$ cat src/rtl/axi_stream_wr_master_pkg.sv
// Shared definitions for the capture-stream write master: AXI response codes,
// controller state encoding and a constant-foldable log2 helper.
package axi_stream_wr_master_pkg;

  localparam logic [1:0] AXI_RESP_OKAY = 2'b00;

  typedef enum logic [2:0] {
    ST_IDLE = 3'd0,
    ST_RUN  = 3'd1,
    ST_ADDR = 3'd2,
    ST_DATA = 3'd3,
    ST_RESP = 3'd4
  } state_e;

  function automatic int clog2(input int value);
    int r;
    r = 0;
    while ((1 << r) < value) r++;
    return r;
  endfunction

endpackage

$ cat src/rtl/axi_stream_wr_master_if.sv
// AW/W/B channel bundle between a write master and one slave port of the
// write arbiter; no ID signals, single outstanding burst.
interface axi_stream_wr_master_if #(
  parameter int DataBits = 64,
  parameter int AddrBits = 32,
  parameter int LenBits  = 4
);

  logic                  awvalid;
  logic                  awready;
  logic [AddrBits-1:0]   awaddr;
  logic [LenBits-1:0]    awlen;
  logic                  wvalid;
  logic                  wready;
  logic [DataBits-1:0]   wdata;
  logic [DataBits/8-1:0] wstrb;
  logic                  wlast;
  logic                  bvalid;
  logic                  bready;
  logic [1:0]            bresp;

  modport master (
    output awvalid, awaddr, awlen,
    input  awready,
    output wvalid, wdata, wstrb, wlast,
    input  wready,
    input  bvalid, bresp,
    output bready
  );

  modport slave (
    input  awvalid, awaddr, awlen,
    output awready,
    input  wvalid, wdata, wstrb, wlast,
    output wready,
    output bvalid, bresp,
    input  bready
  );

endinterface

$ cat src/rtl/axi_stream_wr_master_fifo.sv
// Synchronous valid/ready FIFO with a registered occupancy count; reusable for
// any capture path. Depth must be a power of two so the pointers wrap freely.
module stream_fifo_sync
  import axi_stream_wr_master_pkg::*;
#(
  parameter int DataBits = 64,
  parameter int Depth    = 32
) (
  input  logic                  clk,
  input  logic                  rst_n,
  input  logic                  in_valid,
  output logic                  in_ready,
  input  logic [DataBits-1:0]   in_data,
  output logic                  out_valid,
  input  logic                  out_ready,
  output logic [DataBits-1:0]   out_data,
  output logic [clog2(Depth):0] count
);

  localparam int PtrBits = clog2(Depth);
  localparam int CntBits = PtrBits + 1;

  logic [DataBits-1:0] mem [Depth];
  logic [PtrBits-1:0]  wr_ptr;
  logic [PtrBits-1:0]  rd_ptr;
  logic                push;
  logic                pop;

  assign in_ready  = (count != CntBits'(Depth));
  assign out_valid = (count != '0);
  assign out_data  = mem[rd_ptr];
  assign push      = in_valid && in_ready;
  assign pop       = out_valid && out_ready;

  // NOTE: state registers use non-blocking assignments so every flop samples
  // the pre-edge values regardless of process ordering.
  always_ff @(posedge clk) begin
    if (!rst_n) begin
      wr_ptr <= '0;
      rd_ptr <= '0;
      count  <= '0;
    end else begin
      if (push) wr_ptr <= wr_ptr + PtrBits'(1);
      if (pop)  rd_ptr <= rd_ptr + PtrBits'(1);
      case ({push, pop})
        2'b10:   count <= count + CntBits'(1);
        2'b01:   count <= count - CntBits'(1);
        default: count <= count;
      endcase
    end
  end

  // NOTE: storage is deliberately not reset; the count makes stale words
  // unreachable and leaving it out keeps the array a plain RAM.
  always_ff @(posedge clk) begin
    if (push) mem[wr_ptr] <= in_data;
  end

endmodule

$ cat src/rtl/axi_stream_wr_master.sv
// Drains a capture stream into fixed-length INCR bursts around a ring buffer
// in external memory; AW precedes W and only one burst is ever in flight.
module axi_stream_wr_master
  import axi_stream_wr_master_pkg::*;
#(
  parameter int DataBits  = 64,
  parameter int AddrBits  = 32,
  parameter int LenBits   = 4,
  parameter int BurstLen  = 16,
  parameter int FifoDepth = 32
) (
  input  logic                clk,
  input  logic                rst_n,
  input  logic [AddrBits-1:0] cfg_base,
  input  logic [AddrBits-1:0] cfg_size,
  input  logic                ctrl_start,
  input  logic                ctrl_stop,
  input  logic                in_valid,
  output logic                in_ready,
  input  logic [DataBits-1:0] in_data,
  axi_stream_wr_master_if.master mst,
  output logic                status_busy,
  output logic [AddrBits-1:0] status_wrptr,
  output logic                status_wrapped,
  output logic                status_err
);

  localparam int CntBits   = clog2(FifoDepth) + 1;
  localparam int BeatBits  = LenBits + 1;
  localparam int ByteShift = clog2(DataBits / 8);

  state_e               state_q, state_d;
  logic [AddrBits-1:0]  wrptr_q;
  logic [AddrBits-1:0]  awaddr_q;
  logic [LenBits-1:0]   awlen_q;
  logic [BeatBits-1:0]  beats_q;
  logic [BeatBits-1:0]  beat_cnt_q;
  logic                 stopping_q;
  logic                 wrapped_q;
  logic                 err_q;

  logic                 intake_open;
  logic                 fifo_in_valid;
  logic                 fifo_in_ready;
  logic                 fifo_out_valid;
  logic                 fifo_out_ready;
  logic [DataBits-1:0]  fifo_data;
  logic [CntBits-1:0]   fifo_count;
  logic                 full_burst;
  logic                 flush_burst;
  logic [BeatBits-1:0]  burst_beats;
  logic [AddrBits-1:0]  next_ptr;
  logic [AddrBits-1:0]  ring_end;
  logic                 w_fire;

  stream_fifo_sync #(
    .DataBits (DataBits),
    .Depth    (FifoDepth)
  ) u_fifo (
    .clk       (clk),
    .rst_n     (rst_n),
    .in_valid  (fifo_in_valid),
    .in_ready  (fifo_in_ready),
    .in_data   (in_data),
    .out_valid (fifo_out_valid),
    .out_ready (fifo_out_ready),
    .out_data  (fifo_data),
    .count     (fifo_count)
  );

  assign intake_open    = (state_q != ST_IDLE) && !stopping_q;
  assign in_ready       = fifo_in_ready && intake_open;
  assign fifo_in_valid  = in_valid && intake_open;
  assign fifo_out_ready = (state_q == ST_DATA) && mst.wready;
  assign w_fire         = mst.wvalid && mst.wready;

  assign mst.awvalid = (state_q == ST_ADDR);
  assign mst.awaddr  = awaddr_q;
  assign mst.awlen   = awlen_q;
  assign mst.wvalid  = (state_q == ST_DATA) && fifo_out_valid;
  assign mst.wdata   = fifo_data;
  assign mst.wstrb   = '1;
  assign mst.wlast   = (state_q == ST_DATA) && (beat_cnt_q == BeatBits'(1));
  assign mst.bready  = (state_q == ST_RESP);

  // A partial burst is only ever taken once intake has stopped, which keeps
  // every burst start aligned to the ring end.
  assign full_burst  = (fifo_count >= CntBits'(BurstLen));
  assign flush_burst = stopping_q && (fifo_count != '0);
  assign burst_beats = full_burst ? BeatBits'(BurstLen) : BeatBits'(fifo_count);
  assign next_ptr    = wrptr_q + (AddrBits'(beats_q) << ByteShift);
  assign ring_end    = cfg_base + cfg_size;

  assign status_busy    = (state_q != ST_IDLE);
  assign status_wrptr   = wrptr_q;
  assign status_wrapped = wrapped_q;
  assign status_err     = err_q;

  always_comb begin
    // NOTE: default first so every path assigns state_d and no latch appears.
    state_d = state_q;
    case (state_q)
      ST_IDLE: if (ctrl_start) state_d = ST_RUN;
      ST_RUN: begin
        if (full_burst || flush_burst) state_d = ST_ADDR;
        else if (stopping_q)           state_d = ST_IDLE;
      end
      ST_ADDR: if (mst.awready) state_d = ST_DATA;
      ST_DATA: if (w_fire && mst.wlast) state_d = ST_RESP;
      ST_RESP: if (mst.bvalid) state_d = ST_RUN;
      default: state_d = ST_IDLE;
    endcase
  end

  always_ff @(posedge clk) begin
    if (!rst_n) begin
      state_q    <= ST_IDLE;
      wrptr_q    <= '0;
      awaddr_q   <= '0;
      awlen_q    <= '0;
      beats_q    <= '0;
      beat_cnt_q <= '0;
      stopping_q <= 1'b0;
      wrapped_q  <= 1'b0;
      err_q      <= 1'b0;
    end else begin
      state_q <= state_d;
      case (state_q)
        ST_IDLE: begin
          if (ctrl_start) begin
            wrptr_q    <= cfg_base;
            stopping_q <= 1'b0;
            wrapped_q  <= 1'b0;
            err_q      <= 1'b0;
          end
        end
        ST_RUN: begin
          if (state_d == ST_ADDR) begin
            beats_q    <= burst_beats;
            beat_cnt_q <= burst_beats;
            awaddr_q   <= wrptr_q;
            awlen_q    <= LenBits'(burst_beats - BeatBits'(1));
          end
        end
        ST_DATA: begin
          if (w_fire) beat_cnt_q <= beat_cnt_q - BeatBits'(1);
        end
        ST_RESP: begin
          if (mst.bvalid) begin
            if (mst.bresp != AXI_RESP_OKAY) err_q <= 1'b1;
            if (next_ptr >= ring_end) begin
              wrptr_q   <= cfg_base;
              wrapped_q <= 1'b1;
            end else begin
              wrptr_q <= next_ptr;
            end
          end
        end
        default: ;
      endcase
      if (ctrl_stop && (state_q != ST_IDLE)) stopping_q <= 1'b1;
    end
  end

endmodule

$ cat src/flat_wrapper.sv
// flat-port wrapper written by rule: the top's interface ports become plain ports
module axi_stream_wr_master_flat import axi_stream_wr_master_pkg::*;
#(
  parameter int DataBits  = 64,
  parameter int AddrBits  = 32,
  parameter int LenBits   = 4,
  parameter int BurstLen  = 16,
  parameter int FifoDepth = 32
)
  (clk, rst_n, cfg_base, cfg_size, ctrl_start, ctrl_stop, in_valid, in_ready, in_data, status_busy, status_wrptr, status_wrapped, status_err, mst_awvalid, mst_awaddr, mst_awlen, mst_awready, mst_wvalid, mst_wdata, mst_wstrb, mst_wlast, mst_wready, mst_bvalid, mst_bresp, mst_bready);
  axi_stream_wr_master_if #(.DataBits(DataBits), .AddrBits(AddrBits), .LenBits(LenBits)) mst_i ();
  input  logic clk;
  input  logic rst_n;
  input  logic [AddrBits-1:0] cfg_base;
  input  logic [AddrBits-1:0] cfg_size;
  input  logic ctrl_start;
  input  logic ctrl_stop;
  input  logic in_valid;
  output logic in_ready;
  input  logic [DataBits-1:0] in_data;
  output logic status_busy;
  output logic [AddrBits-1:0] status_wrptr;
  output logic status_wrapped;
  output logic status_err;
  output wire logic [$bits(mst_i.awvalid)-1:0] mst_awvalid;
  output wire logic [$bits(mst_i.awaddr)-1:0] mst_awaddr;
  output wire logic [$bits(mst_i.awlen)-1:0] mst_awlen;
  input wire logic [$bits(mst_i.awready)-1:0] mst_awready;
  output wire logic [$bits(mst_i.wvalid)-1:0] mst_wvalid;
  output wire logic [$bits(mst_i.wdata)-1:0] mst_wdata;
  output wire logic [$bits(mst_i.wstrb)-1:0] mst_wstrb;
  output wire logic [$bits(mst_i.wlast)-1:0] mst_wlast;
  input wire logic [$bits(mst_i.wready)-1:0] mst_wready;
  input wire logic [$bits(mst_i.bvalid)-1:0] mst_bvalid;
  input wire logic [$bits(mst_i.bresp)-1:0] mst_bresp;
  output wire logic [$bits(mst_i.bready)-1:0] mst_bready;
  assign mst_awvalid = mst_i.awvalid;
  assign mst_awaddr = mst_i.awaddr;
  assign mst_awlen = mst_i.awlen;
  assign mst_i.awready = mst_awready;
  assign mst_wvalid = mst_i.wvalid;
  assign mst_wdata = mst_i.wdata;
  assign mst_wstrb = mst_i.wstrb;
  assign mst_wlast = mst_i.wlast;
  assign mst_i.wready = mst_wready;
  assign mst_i.bvalid = mst_bvalid;
  assign mst_i.bresp = mst_bresp;
  assign mst_bready = mst_i.bready;
  axi_stream_wr_master #(.DataBits(DataBits), .AddrBits(AddrBits), .LenBits(LenBits), .BurstLen(BurstLen), .FifoDepth(FifoDepth)) u_core (.clk(clk), .rst_n(rst_n), .cfg_base(cfg_base), .cfg_size(cfg_size), .ctrl_start(ctrl_start), .ctrl_stop(ctrl_stop), .in_valid(in_valid), .in_ready(in_ready), .in_data(in_data), .mst(mst_i), .status_busy(status_busy), .status_wrptr(status_wrptr), .status_wrapped(status_wrapped), .status_err(status_err));
endmodule
$ cat config.mk
export PLATFORM = sky130hd
export DESIGN_NAME = axi_stream_wr_master_flat
export DESIGN_NICKNAME = d
export VERILOG_FILES = /design/src/rtl/axi_stream_wr_master_pkg.sv /design/src/rtl/axi_stream_wr_master_if.sv /design/src/rtl/axi_stream_wr_master_fifo.sv /design/src/rtl/axi_stream_wr_master.sv /design/src/flat_wrapper.sv
export SDC_FILE = /design/constraint.sdc
export NUM_CORES = 2
export LEC_CHECK = 0
export ABC_AREA = 1
export CORE_ASPECT_RATIO = 0.7
export CORE_UTILIZATION = 30
export CTS_BUF_LIST = sky130_fd_sc_hd__clkbuf_16
export DETAILED_ROUTE_END_ITERATION = 8
export GPL_ROUTABILITY_DRIVEN = 0
export SYNTH_ARGS = -nofsm -noshare
export SYNTH_HDL_FRONTEND = slang
export SYNTH_SLANG_ARGS = --single-unit
export TNS_END_PERCENT = 50
$ cat constraint.sdc
create_clock -name clk -period 10.5 [get_ports clk]
set_input_delay 3.15 -clock clk [delete_from_list [all_inputs] [get_ports clk]]
set_output_delay 3.15 -clock clk [all_outputs]
set_load 0.1 [all_outputs]
==> key figures <==
Outcome
  – Status: completed

Worst setup path
  – CP required: 7350 ps
  – Crit path capture type: output port
  – Slowest stage delay, CP: 1210 ps
  – Worst EP arrival: 5510 ps
  – Critical path class: reg2out
  – Worst path top cell family by delay: buffers and inverters
  – Buffer and inverter count on the worst path: 3
  – CP Launch Type: register
  – CP max-delay cell: clkdlybuf4s50_1
  – Cell breakdown of the critical path: buf_12 > buf_4 > o21ai_0 > o22ai_1 > o21ai_0 > o22ai_1 > nand2_1 > nand2_1 > clkdlybuf4s50_1
  – Worst-path fanout max: 113

STA
  – RSZ-0062 raised after global routing: no
  – Final hold vios: 0
  – Clk_skew: 86.18 ps
  – Setup TNS: 0 ps
  – Min cycle time layout: 8663 ps
  – Hold WS: 454.2 ps
  – FMAX: 115.4 MHz
  – Max Slew Vio Count: 0
  – Worst rel slew slack: 17.37%
  – Worst-Margin Slew: 1236 ps
  – Fin crit share: 82.51%
  – Final setup viols: 0

Floorplan
  – Die Wd: 649.2 microns
  – Initial Utilization: 30.30%
  – Row cnt: 165
  – Die Y-Extent: 455.0 microns
  – Core footprint: 0.2903 sq mm
  – I/O Pins: 286
  – Full die area: 0.2954 sq mm

Logic synthesis
  – EDFF count, synth: 2048
  – Synth warn: 0
  – Syn_area_per_cell: 12.29 sq um
  – Synth Instances: 7157
  – Register area share after synthesis: 72.30%
  – Ys flop type: edfxtp_1
  – Seq cells post-synth: 2153
  – Distinct cells, synth: 56
  – Post-Syn Area: 0.08796 sq mm
  – Post-synthesis async set-or-reset flop share: 0%

Place
  – Detailed placement HPWL: 141.5 mm
  – Placed cell area: 0.09465 sq mm
  – Buffers on Ports: 277

Clock network
  – Max Root-Sink Buffers: 3
  – Root Buffer: clkbuf_16
  – CTS Buf Count: 208
  – Post-CTS setup buffer count: 0
  – Clk slew on worst S/H paths: 60 ps
  – Hold buffer count at CTS: 0
  – # H-tree levels: 4
  – CTS sink count: 2153
  – TritonCTS clock tree: done
  – Clock latency on the worst-skew pair: 880 ps
  – Post-CTS resize count: 0

Cells and area
  – Layout cells sized above 1: 6.163%
  – Syn-to-layout area delta: 15.12%
  – Cell area after layout: 0.1013 sq mm
  – Final Net Count: 7493

Route
  – Drt pass-1 iters: 6
  – Via density: 5.345
  – WL final: 273.4 mm
  – Drt initial violations: 7683
  – DRC errors left: 0
  – Routed length per instance: 24.20 microns
  – Vias: 60380
  – Post-route ant nets: 0

Power
  – Peak supply drop: 170.3 uV
  – Power per cell area: 177.4 mW/mm^2
  – LEAKAGE: 33.52 nW

Worst hold path
  – Tightest Hold Check Type: reg2reg

Run
  – Max cap viols: 0

Global route
  – Vias in the first global route: 56050
  – Tot GR Track Use: 17.77%
  – Grt ovf: 0
  – Number of antenna violations at the first check in global routing: 31
  – Largest net degree at the start of global routing: 237
  – First-pass GRT wire length: 391.1 mm
layout make-up:
type	instances	area (sq um)
tap	3841	4806
sequential	2153	63620
multi-input combinational	4345	21630
antenna	8	20.02
fill	28050	189000
timing repair buffer	377	3836
inverter	186	755.7
clock inverter	178	1366
clock buffer	209	5230
power breakdown:
| group | leakage (nW) | internal (mW) | switching, mW |
|---|---|---|---|
| combinational | 10.9 | 0.290 | 0.899 |
| clock | 3.39 | 3.96 | 3.29 |
| sequential | 19.3 | 9.46 | 0.0605 |
| total | 33.5 | 13.7 | 4.25 |
stage by stage:
stage | util (%) | instances | total power [mW] | setup slack [ps]
6_report | 34.89 | 11300 | 17.96 | 1837
5_1_grt | 34.88 | 11290 | 18.45 | 1632
4_1_cts | 34.88 | 11290 | 18.05 | 1723
3_5_place_dp | 32.61 | 10900 | 10.88 | 2650
3_3_place_gp | 32.61 | 10900 | 10.87 | 2720
2_1_floorplan | - | 7164 | 10.41 | 1825
Yosys cell counts (all sizes together), types with 2 or more instances:
cell | instances | area [sq um]
o211a | 2 | 20.02
edfxtp | 2048 | 61500
o221ai | 37 | 324.1
o21a | 2 | 15.01
nand2 | 460 | 1737
buf | 209 | 1270
dfxtp | 105 | 2102
ha | 81 | 1013
a31oi | 15 | 93.84
nor3b | 3 | 27.52
or2 | 7 | 43.80
xnor2 | 26 | 227.7
a21boi | 2 | 15.01
o21ai | 1356 | 6790
nand3b | 4 | 30.03
o31ai | 2 | 15.01
a211oi | 2 | 15.01
nand4 | 32 | 221.5
o22ai | 568 | 3553
clkinv | 2 | 8.750
inv | 184 | 693.2
clkbuf | 271 | 1020
fa | 3 | 60.06
xor2 | 29 | 254.0
nor3 | 24 | 135.1
nand3 | 105 | 525.5
o211ai | 10 | 75.07
nor2 | 1443 | 5429
o32ai | 11 | 96.34
a21o | 7 | 52.55
o21bai | 10 | 75.07
a21oi | 89 | 456.7
nor4 | 4 | 40.04
state kept, by name (all words and copies together), names as in the netlist, named ones only:
name	cells
u_core.stopping_q	1
u_core.status_wrapped	1
u_core.status_err	1
u_core.u_fifo.wr_ptr	5
u_core.u_fifo.rd_ptr	5
u_core.beats_q	5
u_core.mst.awaddr	32
u_core.state_q	3
u_core.u_fifo.count	6
u_core.beat_cnt_q	5
u_core.u_fifo.mem	2048
u_core.status_wrptr	32
u_core.mst.awlen	4
worst paths after layout:
path	start	to	slack (ps)	cells after the start
setup reg to reg	u_core.status_wrptr[6]$_SDFFE_PN0P_	u_core.status_wrptr[2]$_SDFFE_PN0P_	5680	20
hold / removal	u_core.u_fifo.rd_ptr[4]$_SDFFE_PN0P_	register	450	2
hold reg to reg	u_core.u_fifo.rd_ptr[4]$_SDFFE_PN0P_	register	450	2
setup / recovery	register	mst_wdata[42]	1840	9
worst min-delay path: cells and delay by family, from the launching register on:
kind	cells	cell delay, ps
buffers and inverters	1	60
flip-flops	1	290
AO/OA/AOI/OAI	1	70
routing by layer:
metal	vias to the layer above	share of wire, %	global-route usage (%)
met5	-	0.067	0
met4	26	3.0	5.485
met3	460	9.8	3.477
met2	3154	45	27.72
met1	30220	42	25.02
li1	26520	-	-
logic make-up (layout without fill, tap and decap cells):
logic type               count (synthesis)  after routing  synth area share [%]
AO/OA/AOI/OAI                         2115           2115                 13.21
buffers and inverters                  666            950                 3.401
adder cells (fa/ha/maj)                 84             84                 1.220
XOR/XNOR                                55             55                0.5476
AND/OR/NAND/NOR                       2083           2083                 9.317
other                                    1             16              0.004263
flip-flops                            2153           2153                 72.30
layout by cell type, fill, tap and decap left out, types with 10 or more instances in the layout:
cell type	count
edfxtp_1	2048
nor2_1	1410
o21ai_0	1185
o22ai_1	568
nand2_1	456
clkdlybuf4s50_1	268
inv_1	223
clkbuf_16	209
o21ai_1	170
nand3_1	105
dfxtp_1	100
a21oi_1	86
ha_1	81
buf_4	81
clkinv_1	58
o221ai_1	37
clkinv_2	32
nand4_1	30
xor2_1	29
nor2_4	28
buf_12	27
xnor2_1	26
nor3_1	18
a31oi_1	15
bufinv_16	13
o32ai_1	11
o211ai_1	10
o21bai_1	10
Power figures use the tool's default switching activity.
